<file path="src/rtl/pe_os.sv">
`default_nettype none
// ============================================================================
//  Module   : pe_os
//  Purpose  : Output-stationary systolic PE: forwards A/B operands, MACs on
//             matching k tags, and injects/forwards accumulator drain beats.
//  Revision : 1.0 - initial release
// ============================================================================
module pe_os #(
   parameter int DATA_W = 8,
   parameter int ACC_W  = 32,
   parameter int CNT_W  = 8,
   parameter int SIGNED = 1,
   parameter int SAT    = 0
) (
   input  logic              clk,
   input  logic              rst_n,

   input  logic              top_data_valid_i,
   input  logic [CNT_W-1:0]  top_data_cnt_i,
   input  logic [DATA_W-1:0] top_data_i,
   input  logic              top_storec_valid_i,
   input  logic              top_c_valid_i,
   input  logic [ACC_W-1:0]  top_c_i,

   input  logic              left_data_valid_i,
   input  logic [CNT_W-1:0]  left_data_cnt_i,
   input  logic              left_data_type_i,
   input  logic [DATA_W-1:0] left_data_i,

   output logic              bot_data_valid_o,
   output logic [CNT_W-1:0]  bot_data_cnt_o,
   output logic [DATA_W-1:0] bot_data_o,

   output logic              right_data_valid_o,
   output logic [CNT_W-1:0]  right_data_cnt_o,
   output logic              right_data_type_o,
   output logic [DATA_W-1:0] right_data_o,

   output logic              bot_storec_valid_o,
   output logic              bot_c_valid_o,
   output logic [ACC_W-1:0]  bot_c_o,

   output logic              err_o
);

   localparam int PROD_W = 2 * DATA_W;

   localparam logic [ACC_W-1:0] c_smax = {1'b0, {(ACC_W-1){1'b1}}};
   localparam logic [ACC_W-1:0] c_smin = {1'b1, {(ACC_W-1){1'b0}}};
   localparam logic [ACC_W-1:0] c_umax = {ACC_W{1'b1}};

   logic              w_both_valid;
   logic              w_fire;
   logic              w_mismatch;
   logic              w_collide;

   logic [PROD_W-1:0] w_a_x;
   logic [PROD_W-1:0] w_b_x;
   logic [PROD_W-1:0] w_prod_n;
   logic [ACC_W-1:0]  w_prod;
   logic [ACC_W:0]    w_sum_x;
   logic [ACC_W-1:0]  w_sum;
   logic              w_ovf_pos;
   logic              w_ovf_neg;
   logic [ACC_W-1:0]  w_sat_sum;
   logic [ACC_W-1:0]  w_mac;
   logic [ACC_W-1:0]  w_acc_next;

   logic [ACC_W-1:0]  r_acc;
   logic              r_fwd_v;
   logic [ACC_W-1:0]  r_fwd_c;

   assign w_both_valid = left_data_valid_i & top_data_valid_i;
   assign w_fire       = w_both_valid & (left_data_cnt_i == top_data_cnt_i);
   assign w_mismatch   = w_both_valid & (left_data_cnt_i != top_data_cnt_i);
   // An upstream beat sitting in the first drain stage would land on bot_c_o
   // in the same cycle as our own inject.
   assign w_collide    = r_fwd_v & top_storec_valid_i;

   // Operands are widened to the product width so a single multiplier serves
   // both signed and unsigned modes; the low PROD_W bits are exact either way.
   always_comb begin
      w_a_x = '0;
      w_b_x = '0;
      w_a_x[DATA_W-1:0] = left_data_i;
      w_b_x[DATA_W-1:0] = top_data_i;
      if (SIGNED != 0) begin
         for (int i = DATA_W; i < PROD_W; i++) begin
            w_a_x[i] = left_data_i[DATA_W-1];
            w_b_x[i] = top_data_i[DATA_W-1];
         end
      end
   end

   assign w_prod_n = w_a_x * w_b_x;

   always_comb begin
      w_prod = '0;
      w_prod[PROD_W-1:0] = w_prod_n;
      if (SIGNED != 0) begin
         for (int i = PROD_W; i < ACC_W; i++) begin
            w_prod[i] = w_prod_n[PROD_W-1];
         end
      end
   end

   assign w_sum_x = {1'b0, r_acc} + {1'b0, w_prod};
   assign w_sum   = w_sum_x[ACC_W-1:0];

   always_comb begin
      w_ovf_pos = 1'b0;
      w_ovf_neg = 1'b0;
      if (SIGNED != 0) begin
         w_ovf_pos = ~r_acc[ACC_W-1] & ~w_prod[ACC_W-1] &  w_sum[ACC_W-1];
         w_ovf_neg =  r_acc[ACC_W-1] &  w_prod[ACC_W-1] & ~w_sum[ACC_W-1];
      end else begin
         w_ovf_pos = w_sum_x[ACC_W];
      end
   end

   always_comb begin
      w_sat_sum = w_sum;
      if (SAT != 0) begin
         if (w_ovf_pos) begin
            w_sat_sum = (SIGNED != 0) ? c_smax : c_umax;
         end else if (w_ovf_neg) begin
            w_sat_sum = c_smin;
         end
      end
   end

   assign w_mac      = left_data_type_i ? w_prod : w_sat_sum;
   assign w_acc_next = w_fire ? w_mac : r_acc;

   always_ff @(posedge clk or negedge rst_n) begin
      if (!rst_n) begin
         bot_data_valid_o   <= 1'b0;
         bot_data_cnt_o     <= '0;
         bot_data_o         <= '0;
         right_data_valid_o <= 1'b0;
         right_data_cnt_o   <= '0;
         right_data_type_o  <= 1'b0;
         right_data_o       <= '0;
         bot_storec_valid_o <= 1'b0;
         bot_c_valid_o      <= 1'b0;
         bot_c_o            <= '0;
         err_o              <= 1'b0;
         r_acc              <= '0;
         r_fwd_v            <= 1'b0;
         r_fwd_c            <= '0;
      end else begin
         bot_data_valid_o   <= top_data_valid_i;
         bot_data_cnt_o     <= top_data_cnt_i;
         bot_data_o         <= top_data_i;
         right_data_valid_o <= left_data_valid_i;
         right_data_cnt_o   <= left_data_cnt_i;
         right_data_type_o  <= left_data_type_i;
         right_data_o       <= left_data_i;
         bot_storec_valid_o <= top_storec_valid_i;

         r_fwd_v <= top_c_valid_i;
         r_fwd_c <= top_c_i;

         // Own result takes the output slot; a colliding upstream beat is lost.
         if (top_storec_valid_i) begin
            bot_c_valid_o <= 1'b1;
            bot_c_o       <= w_acc_next;
            r_acc         <= '0;
         end else begin
            bot_c_valid_o <= r_fwd_v;
            bot_c_o       <= r_fwd_c;
            r_acc         <= w_acc_next;
         end

         if (w_mismatch || w_collide) begin
            err_o <= 1'b1;
         end
      end
   end

endmodule
`default_nettype wire

</file>
<file path="config.mk">
export PLATFORM = sky130hd
export DESIGN_NAME = pe_os
export DESIGN_NICKNAME = d
export VERILOG_FILES = /design/src/rtl/pe_os.sv
export SDC_FILE = /design/constraint.sdc
export NUM_CORES = 1
export LEC_CHECK = 0
export BUFFER_PORTS_ARGS = -buffer_cell sky130_fd_sc_hd__buf_2
export CORE_ASPECT_RATIO = 1.4
export CORE_MARGIN = 2
export CORE_UTILIZATION = 43
export DETAILED_ROUTE_END_ITERATION = 12
export PLACE_DENSITY_LB_ADDON = 0.25
export SETUP_SLACK_MARGIN = 0.02
export SLEW_MARGIN = 5
export SYNTH_ARGS = -nofsm -noshare
export SYNTH_HDL_FRONTEND = slang
export SYNTH_SLANG_ARGS = --single-unit
export TNS_END_PERCENT = 50
</file>
<file path="constraint.sdc">
create_clock -name clk -period 2.53 [get_ports clk]
set_clock_uncertainty 0.1 [all_clocks]
set_input_delay 0.1265 -clock clk [delete_from_list [all_inputs] [get_ports clk]]
set_output_delay 0.1265 -clock clk [all_outputs]
set_load 0.02 [all_outputs]
</file>
==> out/results.ini, run 1 <==
[floorplan]
num_io_pins = 141
row_count = 62
die_y_um = 175.2
die-area_um2 = 22130
start_util = 0.4381
dieWidth_um = 126.3
design.core.area_um2 = 20560

[synth]
synthCells = 918
yosys_warnings = 0
yosysTopAreaCellShare = 0.3751
synthTopCellsByArea = dfrtp_1 38%, fa_1 12%, ha_1 8.6%
synth-edff-count = 0
yosysUniqueCellTypes = 59
synth_area_per_cell_um2 = 9.811
syn_area_um2 = 9006
ys_seq_area_frac = 0.3751
synthArstFlopShare = 1.000
synth_ff_type = dfrtp_1
synth_seq_cells = 135
post-synth-top-area-cell = dfrtp_1
synth_nets = 1107

[power_and_ir_drop]
clkPwrFrac = 0.100
switching_share = 0.4377
p_per_area_nw_per_um2 = 1696
internal-power_w = 0.01380
seqPwrFrac = 0.093
power.leakage_nw = 6.932
p_comb_frac = 0.807
vdd_drop_max_uv = 1391
switchingPower_w = 0.01074

[detailed_routing]
drtAntennaViolNets = 0
routed_via_density = 5.155
detail_route.wl_per_cell_um = 16.52
dr.pass1.iters = 7
route.detailed.drc = 0
vias = 8192
drtIter0Drc = 340
routed_wl_um = 26260

[sta]
setup_ws_ns = -3.015
min_period_over_period = 2.192
setup-tns-final_ns = -139.50
hold_viol_final = 0
fin_crit_ns = 5.545
max_slew_margin = 0.5690
drv_slew = 0
whs_ns = 0.03689
setup_viol = 58
fmaxAchievable_mhz = 180.3
worst_pin_slew_ns = 0.6457
rsz0062_at_grt = yes

[global_route]
antenna_found_initial = 0
grt_usage = 0.2373
grt_overflow = 0
grt_first_pass_wirelength_um = 41710
first_global_vias = 8708
grt_max_degree = 64

[cells_and_area]
fillers = 1416
final_common_cell = buf_4
areaGrowthSynthToFinish_pct = 60.67
antenna_cells = 0
final_cells = 1589
layout_common_cells = 174 x buf_4, 135 x dfrtp_1, 122 x buf_2, 98 x inv_1, 68 x dlygate4sd3_1
fin_nets = 1509
final_core_util = 0.7039
drive_above_1_share = 0.4404

[clock_tree]
htree_levels = 4
cts-root-buf = clkbuf_16
cts.sinks = 135
cts.clk_slew.worst_paths_ns = 0.07
cts_tree = built
insertion_delay_ns = 0.43
numCtsBuffers = 17
clock_path_buffers = 2

[run_status]
violations = setup timing
status = finished, violations left

[flow_run]
max_cap_violations = 0

[placement]
dp_hpwl_um = 17670
io_buffer_count = 140
preCtsSetupSlack_ns = -3.707
dp_cells = 1446
gp_congestion = 0.9020

[setup_path]
cp_cell_sequence = buf_12 > and2_4 > fa_1 > inv_2 > fa_1 > fa_1 > inv_1 > fa_1 > ha_4 > buf_6 > a211oi_4 > a31oi_4 > xnor2_4 > ha_4 > a21o_1 > a21o_1 > a21o_1 > a21o_1 > a2111oi_4 > a21oi_2 > xor2_1 > a21oi_2 > o22ai_1
crit_buf_inv = 4
cp-end-kind = flip-flop
cp.arrival_ns = 5.75
critPathMaxStageDelay_ns = 0.56
cp_max_fo = 8
critical_path.slowest_cell = fa_1
required_ns = 2.74
path_delay_family = adder cells
crit_type = in -> reg
critPathLaunchType = input pin

[worst_hold_path]
hold_path_class = in -> reg

synth_stat cells (12+ instances only):
cell,count
a21o_1,16
a31oi_1,12
a211oi_1,12
nor3_1,13
and2_1,45
nand2_1,60
fa_1,56
nor2b_1,15
dfrtp_1,135
nor2_1,74
inv_1,114
ha_1,62
o22ai_1,13
xor2_1,14
clkbuf_1,29
xnor2_1,33
o21ai_0,38
mux2i_1,21
a21oi_1,51
stage by stage:
| stage | instance area, um^2 | total power [W] |
|---|---|---|
| 6_report | 14470 | 0.02454 |
| 5_1_grt | 14470 | 0.02600 |
| 4_1_cts | 13850 | 0.02212 |
| 3_5_place_dp | 11400 | 0.01468 |
| 3_3_place_gp | 11400 | 0.01455 |
| 2_1_floorplan | 9246 | 0.009744 |
per-layer routing:
metal / GRT usage / vias to the layer above / share of wire
met5: 0 / - / 0
met4: 0.1186 / 0 / 0.043
met3: 0.04440 / 79 / 0.037
met2: 0.4388 / 236 / 0.55
met1: 0.2562 / 3985 / 0.37
li1: - / 3892 / -
worst reg2reg max path: cells and delay by family, from the launching register on:
| kind | cells | cell delay [ns] |
|---|---|---|
| compound gates | 6 | 0.94 |
| fa+ha+maj | 2 | 0.44 |
| buf+inv | 3 | 0.41 |
| flops | 1 | 0.39 |
| mux | 1 | 0.24 |
| simple gates | 2 | 0.37 |
power by group through the flow:
| stage | Clock, W | Combinational [W] | Sequential, W |
|---|---|---|---|
| 2_1_floorplan | 0 | 0.00735 | 0.00240 |
| 3_3_place_gp | 0 | 0.0122 | 0.00231 |
| 3_5_place_dp | 0 | 0.0124 | 0.00231 |
| 4_1_cts | 0.00252 | 0.0173 | 0.00227 |
| 5_1_grt | 0.00260 | 0.0211 | 0.00228 |
| 6_report | 0.00246 | 0.0198 | 0.00227 |
flip-flops by register name, indices dropped and copies added (netlist names), 8 cells and up:
name and cells:
bot_data_cnt_o 8, right_data_o 8, bot_data_o 8, right_data_cnt_o 8, bot_c_o 32, r_acc 32, r_fwd_c 32
layout make-up:
class	count	area, um^2	share of cell area
clock buffers	17	425.4	0.02940
well taps	256	320.3	0.02214
flip-flops and latches	135	3378	0.2335
multi-input cells	639	6494	0.4488
clock inverters	15	157.7	0.01089
repair buffers	413	3264	0.2256
inverters	114	430.4	0.02974
cells by family after synthesis:
group	after synthesis	share of synthesized area
and+or+nand+nor	255	0.1386
AOI/OAI and AO/OA	193	0.1405
buffers and inverters	145	0.06057
DFF	135	0.3751
adders and majority gates	118	0.2106
xor gates and xnor gates	48	0.04751
muxes	24	0.02709
worst paths after layout:
kind / start / endpoint / slack (ns) / depth (start not counted)
worst max-delay path: top_data_i[5] / bot_c_o[28] / -3.01 / 23
worst min-delay path: left_data_i[4] / right_data_o[4] / 0.04 / 3
worst max register to register: r_acc[0] / bot_c_o[16] / -0.46 / 14
worst min register to register: err_o / err_o / 0.39 / 2
max in group asynchronous: rst_n / r_acc[18] / 1.49 / 3
min in group asynchronous: rst_n / right_data_o[3] / 0.07 / 2
what timing repair did:
item / 4_1_cts / 5_1_grt
hold buffers: 68 / 0
gates resized for setup: 183 / 112
pin swaps: 105 / 95
buffers inserted: 31 / 14
setup endpoints to repair: 58 / 58
endpoints found under the hold margin: 184 / 0
gates cloned: 2 / 0
No activity file was read; power rests on OpenSTA's default activity.
==> inputs of run 2 (changes only) <==
SKIP_LAST_GASP = 1   (was not set)
==> run 2 against run 1 <==
  * The run still ends with setup timing left
  * Critical endpoint is now bot_c_o[24]
  * Global-route usage is 0.27 points lower
  * Non-clock buffer count grew 2
  * Register-to-register slack about the same
  * Combinational power hardly changed
  * Flip-flop and latch count unchanged
  * Die area did not move
  * Sequential power about the same
  * First-iteration DRC count rose by 7.4%
  * Power decreased by 1.2%
  * Worst hold slack better by 0.0049 ns
  * Highest routed layer unchanged
  * Critical path depth is 2 higher
==> out/results.ini, run 2 (synthesis results as in run 1) <==
[run_status]
status = finished, violations left
violations = setup timing

[global_route]
antenna_found_initial = 0  ; unchanged
grt_first_pass_wirelength_um = 41270  ; -1.1%
grt_max_degree = 64  ; unchanged
first_global_vias = 8625  ; -0.95%
grt_usage = 0.2347  ; -0.002663
grt_overflow = 0  ; unchanged

[setup_path]
cp_max_fo = 8  ; unchanged
r2r_slack_ns = -0.45  ; about the same
required_ns = 2.75  ; about the same
cp.arrival_ns = 5.79  ; +0.04 ns
r2r_start = r_acc[0]
reg2regPathDepth = 13  ; -1
cp-end-kind = flip-flop
critPathLaunchType = input pin
crit_type = in -> reg
reg2reg_to = r_acc[26]

[cells_and_area]
antenna_cells = 0  ; unchanged
drive_above_1_share = 0.4210  ; -0.01939
multi_input_area_um2 = 6272  ; -3.4%
final_common_cell = buf_4
areaGrowthSynthToFinish_pct = 58.56
fin_nets = 1511  ; +0.13%
area.sequential_um2 = 3378  ; unchanged
fillers = 1449  ; +2.3%
final_core_util = 0.6946  ; -0.009251
layout_common_cells = 176 x buf_4, 135 x dfrtp_1, 123 x buf_2, 98 x inv_1, 68 x dlygate4sd3_1
reg_top3 = bot_c_o x32, r_acc x32, r_fwd_c x32
final_cell_area_um2 = 14280  ; -1.3%

[sta]
setup_viol = 58  ; unchanged
min_period_over_period = 2.202  ; +0.01077
fin_crit_ns = 5.572  ; +0.02725 ns
fmaxAchievable_mhz = 179.5  ; -0.49%
setup-tns-final_ns = -141.65  ; -2.155 ns
worst_pin_slew_ns = 0.6578  ; +0.01205 ns
drv_slew = 0  ; unchanged
setup_ws_ns = -3.042  ; -0.02725 ns
whs_ns = 0.04175  ; +0.004853 ns
max_slew_margin = 0.5610  ; -0.008041
hold_viol_final = 0  ; unchanged
rsz0062_at_grt = yes

[clock_tree]
htree_levels = 4  ; unchanged
insertion_delay_ns = 0.43  ; about the same
clock_path_buffers = 2  ; unchanged
cts.clk_slew.worst_paths_ns = 0.07  ; about the same
cts_tree = built
cts.sinks = 135  ; unchanged
cts-root-buf = clkbuf_16
numCtsBuffers = 17  ; unchanged

[floorplan]
dieWidth_um = 126.3  ; unchanged
num_io_pins = 141  ; unchanged
row_count = 62  ; unchanged
start_util = 0.4381  ; unchanged
design.core.area_um2 = 20560  ; unchanged
die-area_um2 = 22130  ; unchanged
die_y_um = 175.2  ; unchanged

[placement]
io_buffer_count = 140  ; unchanged
placed_cell_area_um2 = 11400  ; unchanged
gp_congestion = 0.9020  ; unchanged
dp_hpwl_um = 17670  ; unchanged

[detailed_routing]
dr.pass1.iters = 5  ; -2
drtIter0Drc = 365  ; +7.4%
routed_wl_um = 26090  ; -0.64%
drtAntennaViolNets = 0  ; unchanged
routed_via_density = 5.167  ; +0.23%
route.detailed.drc = 0  ; unchanged
detail_route.wl_per_cell_um = 16.40  ; -0.76%
vias = 8221  ; +0.35%

[power_and_ir_drop]
power.leakage_nw = 6.916  ; -0.23%
p_per_area_nw_per_um2 = 1698  ; +0.15%
vdd_drop_max_uv = 1373  ; -1.3%

[flow_run]
max_cap_violations = 0  ; unchanged

[worst_hold_path]
holdPathStages = 3  ; unchanged
holdPathEnd = right_data_o[4]
hp-start = left_data_i[4]
hold_path_class = in -> reg

==> run 2: timing repair <==
action                     CTS  global route
gates resized for setup    140           118
buffers inserted            31            17
setup endpoints to repair   58            58
hold buffers                68             0
pin swaps                   94            94
hold endpoints to repair   184             0
gates cloned                 2             1
==> run 2: worst max-delay path by stage <==
stage                     cells after the start           to  slack [ns]      startpoint
after CTS                                    28  bot_c_o[28]       -3.03   top_data_i[0]
after global routing                         29    r_acc[31]       -3.29  left_data_i[6]
after detailed placement                     28    r_acc[31]       -3.71   top_data_i[4]
after floorplan                              25  bot_c_o[24]       -3.24  left_data_i[3]
final                                        25  bot_c_o[24]       -3.04   top_data_i[6]
after global placement                       26  bot_c_o[23]       -3.62  left_data_i[0]
==> run 2: cell type report <==
class,instances,area share
clock inverters,15,0.01104
multi-input cells,639,0.4392
repair buffers,415,0.2308
flip-flops and latches,135,0.2366
inverters,114,0.03014
well taps,256,0.02243
clock buffers,17,0.02979
==> run 2: metal layers <==
metal	vias to the layer above	wire [um]	GRT usage
met3	85	956	0.04378
met2	238	14200	0.4321
met4	0	1210	0.1181
li1	3893	-	-
met5	-	0	0
met1	4005	9722	0.2546
==> run 2: report_power, final <==
part | internal, W | switching (W)
combinational | 0.0101 | 0.00943
clock | 0.00139 | 0.00107
sequential | 0.00225 | 0.0000252
==> run 2: per-stage QoR <==
step / std cells / power (W) / setup WS, ns
CTS: 1579 / 0.02159 / -3.030
floorplan: 918 / 0.009744 / -3.236
finish: 1591 / 0.02425 / -3.042
global placement: 1446 / 0.01455 / -3.622
global route: 1591 / 0.02570 / -3.290
detailed placement: 1446 / 0.01468 / -3.707
==> run 2: critical path: stages <==
cell,delay (ns)
buf_4,0.14
and2_4,0.14
fa_1,0.53
inv_1,0.06
fa_1,0.49
fa_1,0.51
inv_1,0.05
fa_1,0.57
ha_4,0.24
buf_4,0.15
a211oi_4,0.27
a31oi_4,0.18
buf_12,0.17
xnor2_4,0.25
buf_6,0.15
ha_4,0.20
buf_4,0.14
buf_4,0.13
a221oi_2,0.25
o21ai_2,0.12
or2_4,0.28
a31oi_4,0.15
xor2_1,0.15
nor2_1,0.06
o221a_2,0.26
==> inputs of run 3 (changes only) <==
CORE_UTILIZATION = 25   (was 43)
==> run 3 against run 2 <==
  * The flow still finishes with violations (setup timing)
  * Clock-buffer cell count grew 3
  * Clock power is essentially flat
  * Maximum frequency shrank 0.81%
  * Die area grew 70%
  * Sequential power is essentially flat
  * Largest cell class unchanged
==> out/results.ini, run 3 (synthesis results as in run 1) <==
[detailed_routing]
routed_wl_um = 27320  ; +4.7%
detail_route.wl_per_cell_um = 15.13  ; -7.8%
drtIter0Drc = 221  ; -39%
dr.pass1.iters = 6  ; +1
route.detailed.drc = 0  ; unchanged
vias = 7937  ; -3.5%
routed_via_density = 4.395  ; -15%
drtAntennaViolNets = 0  ; unchanged

[clock_tree]
cts.clk_slew.worst_paths_ns = 0.06  ; about the same
cts-root-buf = clkbuf_16
htree_levels = 4  ; unchanged
clock_path_buffers = 2  ; unchanged
cts.sinks = 135  ; unchanged
cts_tree = built
numCtsBuffers = 17  ; unchanged
insertion_delay_ns = 0.44  ; about the same

[power_and_ir_drop]
switchingPower_w = 0.009505  ; -9.7%
clkPwrFrac = 0.110  ; +0.009
internal-power_w = 0.01295  ; -5.7%
power_w = 0.02245  ; -7.4%
vdd_drop_max_uv = 892.3  ; -35%
p_per_area_nw_per_um2 = 1572  ; -7.4%
seqPwrFrac = 0.101  ; +0.007
p_comb_frac = 0.789  ; -0.016
power.leakage_nw = 6.825  ; -1.3%
switching_share = 0.4233  ; -0.01066

[setup_path]
crit_buf_inv = 6  ; -2
reg2reg_to = bot_c_o[30]
cp-end-kind = flip-flop
critPathLaunchType = input pin
critPathMaxStageDelay_ns = 0.52  ; -0.05 ns
r2r_slack_ns = -0.61  ; -0.16 ns
required_ns = 2.72  ; -0.03 ns
critical_path.slowest_cell = fa_1
reg2regPathDepth = 15  ; +2
cp.arrival_ns = 5.81  ; +0.02 ns
r2r_start = r_acc[0]
crit_type = in -> reg
path_delay_family = adder cells
cp_max_fo = 8  ; unchanged

[worst_hold_path]
hp-start = left_data_type_i
holdPathEnd = right_data_type_o
hold_path_class = in -> reg
holdPathStages = 2  ; -1

[sta]
setup_ws_ns = -3.088  ; -0.04541 ns
min_period_over_period = 2.220  ; +0.01795
hold_viol_final = 0  ; unchanged
setup_viol = 58  ; unchanged
worst_pin_slew_ns = 0.8069  ; +0.1491 ns
drv_slew = 0  ; unchanged
fmaxAchievable_mhz = 178.0  ; -0.81%
whs_ns = 0.09692  ; +0.05517 ns
max_slew_margin = 0.4621  ; -0.09893
rsz0062_at_grt = yes
fin_crit_ns = 5.618  ; +0.04541 ns

[global_route]
grt_first_pass_wirelength_um = 43840  ; +6.2%
grt_overflow = 0  ; unchanged
grt_max_degree = 74  ; +16%
first_global_vias = 8587  ; -0.44%
antenna_found_initial = 0  ; unchanged
grt_usage = 0.1500  ; -0.08469

[cells_and_area]
antenna_cells = 0  ; unchanged
areaGrowthSynthToFinish_pct = 58.61  ; about the same
drive_above_1_share = 0.4115  ; -0.009515
final_cell_area_um2 = 14290  ; about the same
fillers = 3586  ; +150%
layout_common_cells = 198 x buf_4, 135 x dfrtp_1, 123 x buf_2, 103 x inv_1
final_common_cell = buf_4
reg_top3 = bot_c_o x32, r_acc x32, r_fwd_c x32
fin_nets = 1520  ; +0.60%

[floorplan]
start_util = 0.2522  ; -0.1859
die_y_um = 228.6  ; +30%
num_io_pins = 141  ; unchanged
design.core.area_um2 = 35700  ; +74%
row_count = 82  ; +32%
dieWidth_um = 164.4  ; +30%
die-area_um2 = 37580  ; +70%

[placement]
dp_hpwl_um = 20450  ; +16%
preCtsSetupSlack_ns = -3.867  ; -0.1602 ns
gp_congestion = 0.8589  ; -4.8%
io_buffer_count = 140  ; unchanged
placed_cell_area_um2 = 11770  ; +3.3%

[run_status]
status = finished, violations left
violations = setup timing

[flow_run]
max_cap_violations = 0  ; unchanged

[run 3: cell count changes in the layout (fill, tap and decap cells not counted), sizes merged]
cell      change
clkinvlp      -1
xnor2         -1
clkbuf        +2
buf          +12
bufinv        +1
bufbuf        -1
clkinv        +6
inv           -9
[run 3: worst max path at each step]
stage | endpoint | from | slack, ns | cells past startpoint
floorplan | bot_c_o[24] | left_data_i[3] | -3.24 | 25
global placement | bot_c_o[26] | top_data_i[4] | -3.88 | 28
detailed placement | bot_c_o[20] | top_data_i[4] | -3.87 | 28
CTS | bot_c_o[31] | top_data_i[4] | -3.07 | 28
global route | bot_c_o[31] | left_data_i[7] | -3.28 | 29
finish | bot_c_o[28] | top_data_i[4] | -3.09 | 27
[run 3: power groups by stage]
| stage | Clock (W) | Sequential [W] | Combinational (W) |
|---|---|---|---|
| floorplan | 0 | 0.00240 | 0.00735 |
| global placement | 0 | 0.00231 | 0.0124 |
| detailed placement | 0 | 0.00231 | 0.0124 |
| CTS | 0.00258 | 0.00228 | 0.0162 |
| global route | 0.00265 | 0.00228 | 0.0193 |
| finish | 0.00247 | 0.00227 | 0.0177 |
[run 3: what timing repair did]
| action | in CTS | in global routing |
|---|---|---|
| pin swaps | 78 | 36 |
| hold buffers | 68 | 0 |
| cloned | 1 | 0 |
| endpoints found under the setup margin | 58 | 59 |
| resized for setup | 143 | 68 |
| hold endpoints to repair | 147 | 0 |
| setup buffers | 26 | 14 |
[run 3: metrics by stage]
stage / setup TNS (ns) / util / instances
final: -144.83 / 0.4001 / 1806
after global routing: -157.93 / 0.4001 / 1806
after CTS: -145.63 / 0.3881 / 1795
after detailed placement: -186.17 / 0.3298 / 1671
after global placement: -184.42 / 0.3298 / 1671
after floorplan: -140.28 / - / 918
[run 3: cell type report]
class,count,area [um^2],area share
inverter,114,427.9,0.02996
multi-input combinational,638,6096,0.4267
clock buffer,20,436.7,0.03057
sequential,135,3378,0.2365
clock inverter,12,130.1,0.009109
tap,462,578.1,0.04047
timing repair buffer,425,3238,0.2267
[run 3: layer usage]
metal / routed length (um) / GRT usage / up-vias
met4: 840 / 0.06114 / 0
met1: 10320 / 0.1562 / 3905
met2: 15580 / 0.2920 / 97
met3: 580 / 0.02268 / 43
li1: - / - / 3892
met5: 0 / 0 / -
[run 3: worst register-to-register path: stages (launching register included)]
cell and delay, ns:
dfrtp_1 0.35, ha_1 0.18, inv_1 0.05, fa_1 0.38
nor2b_1 0.17, o211ai_1 0.13, a21oi_1 0.29, or2_4 0.21
a221oi_4 0.06, buf_6 0.14, buf_4 0.13, o311ai_2 0.29
a21oi_1 0.11, a31oi_1 0.20, buf_4 0.14, a31oi_1 0.06
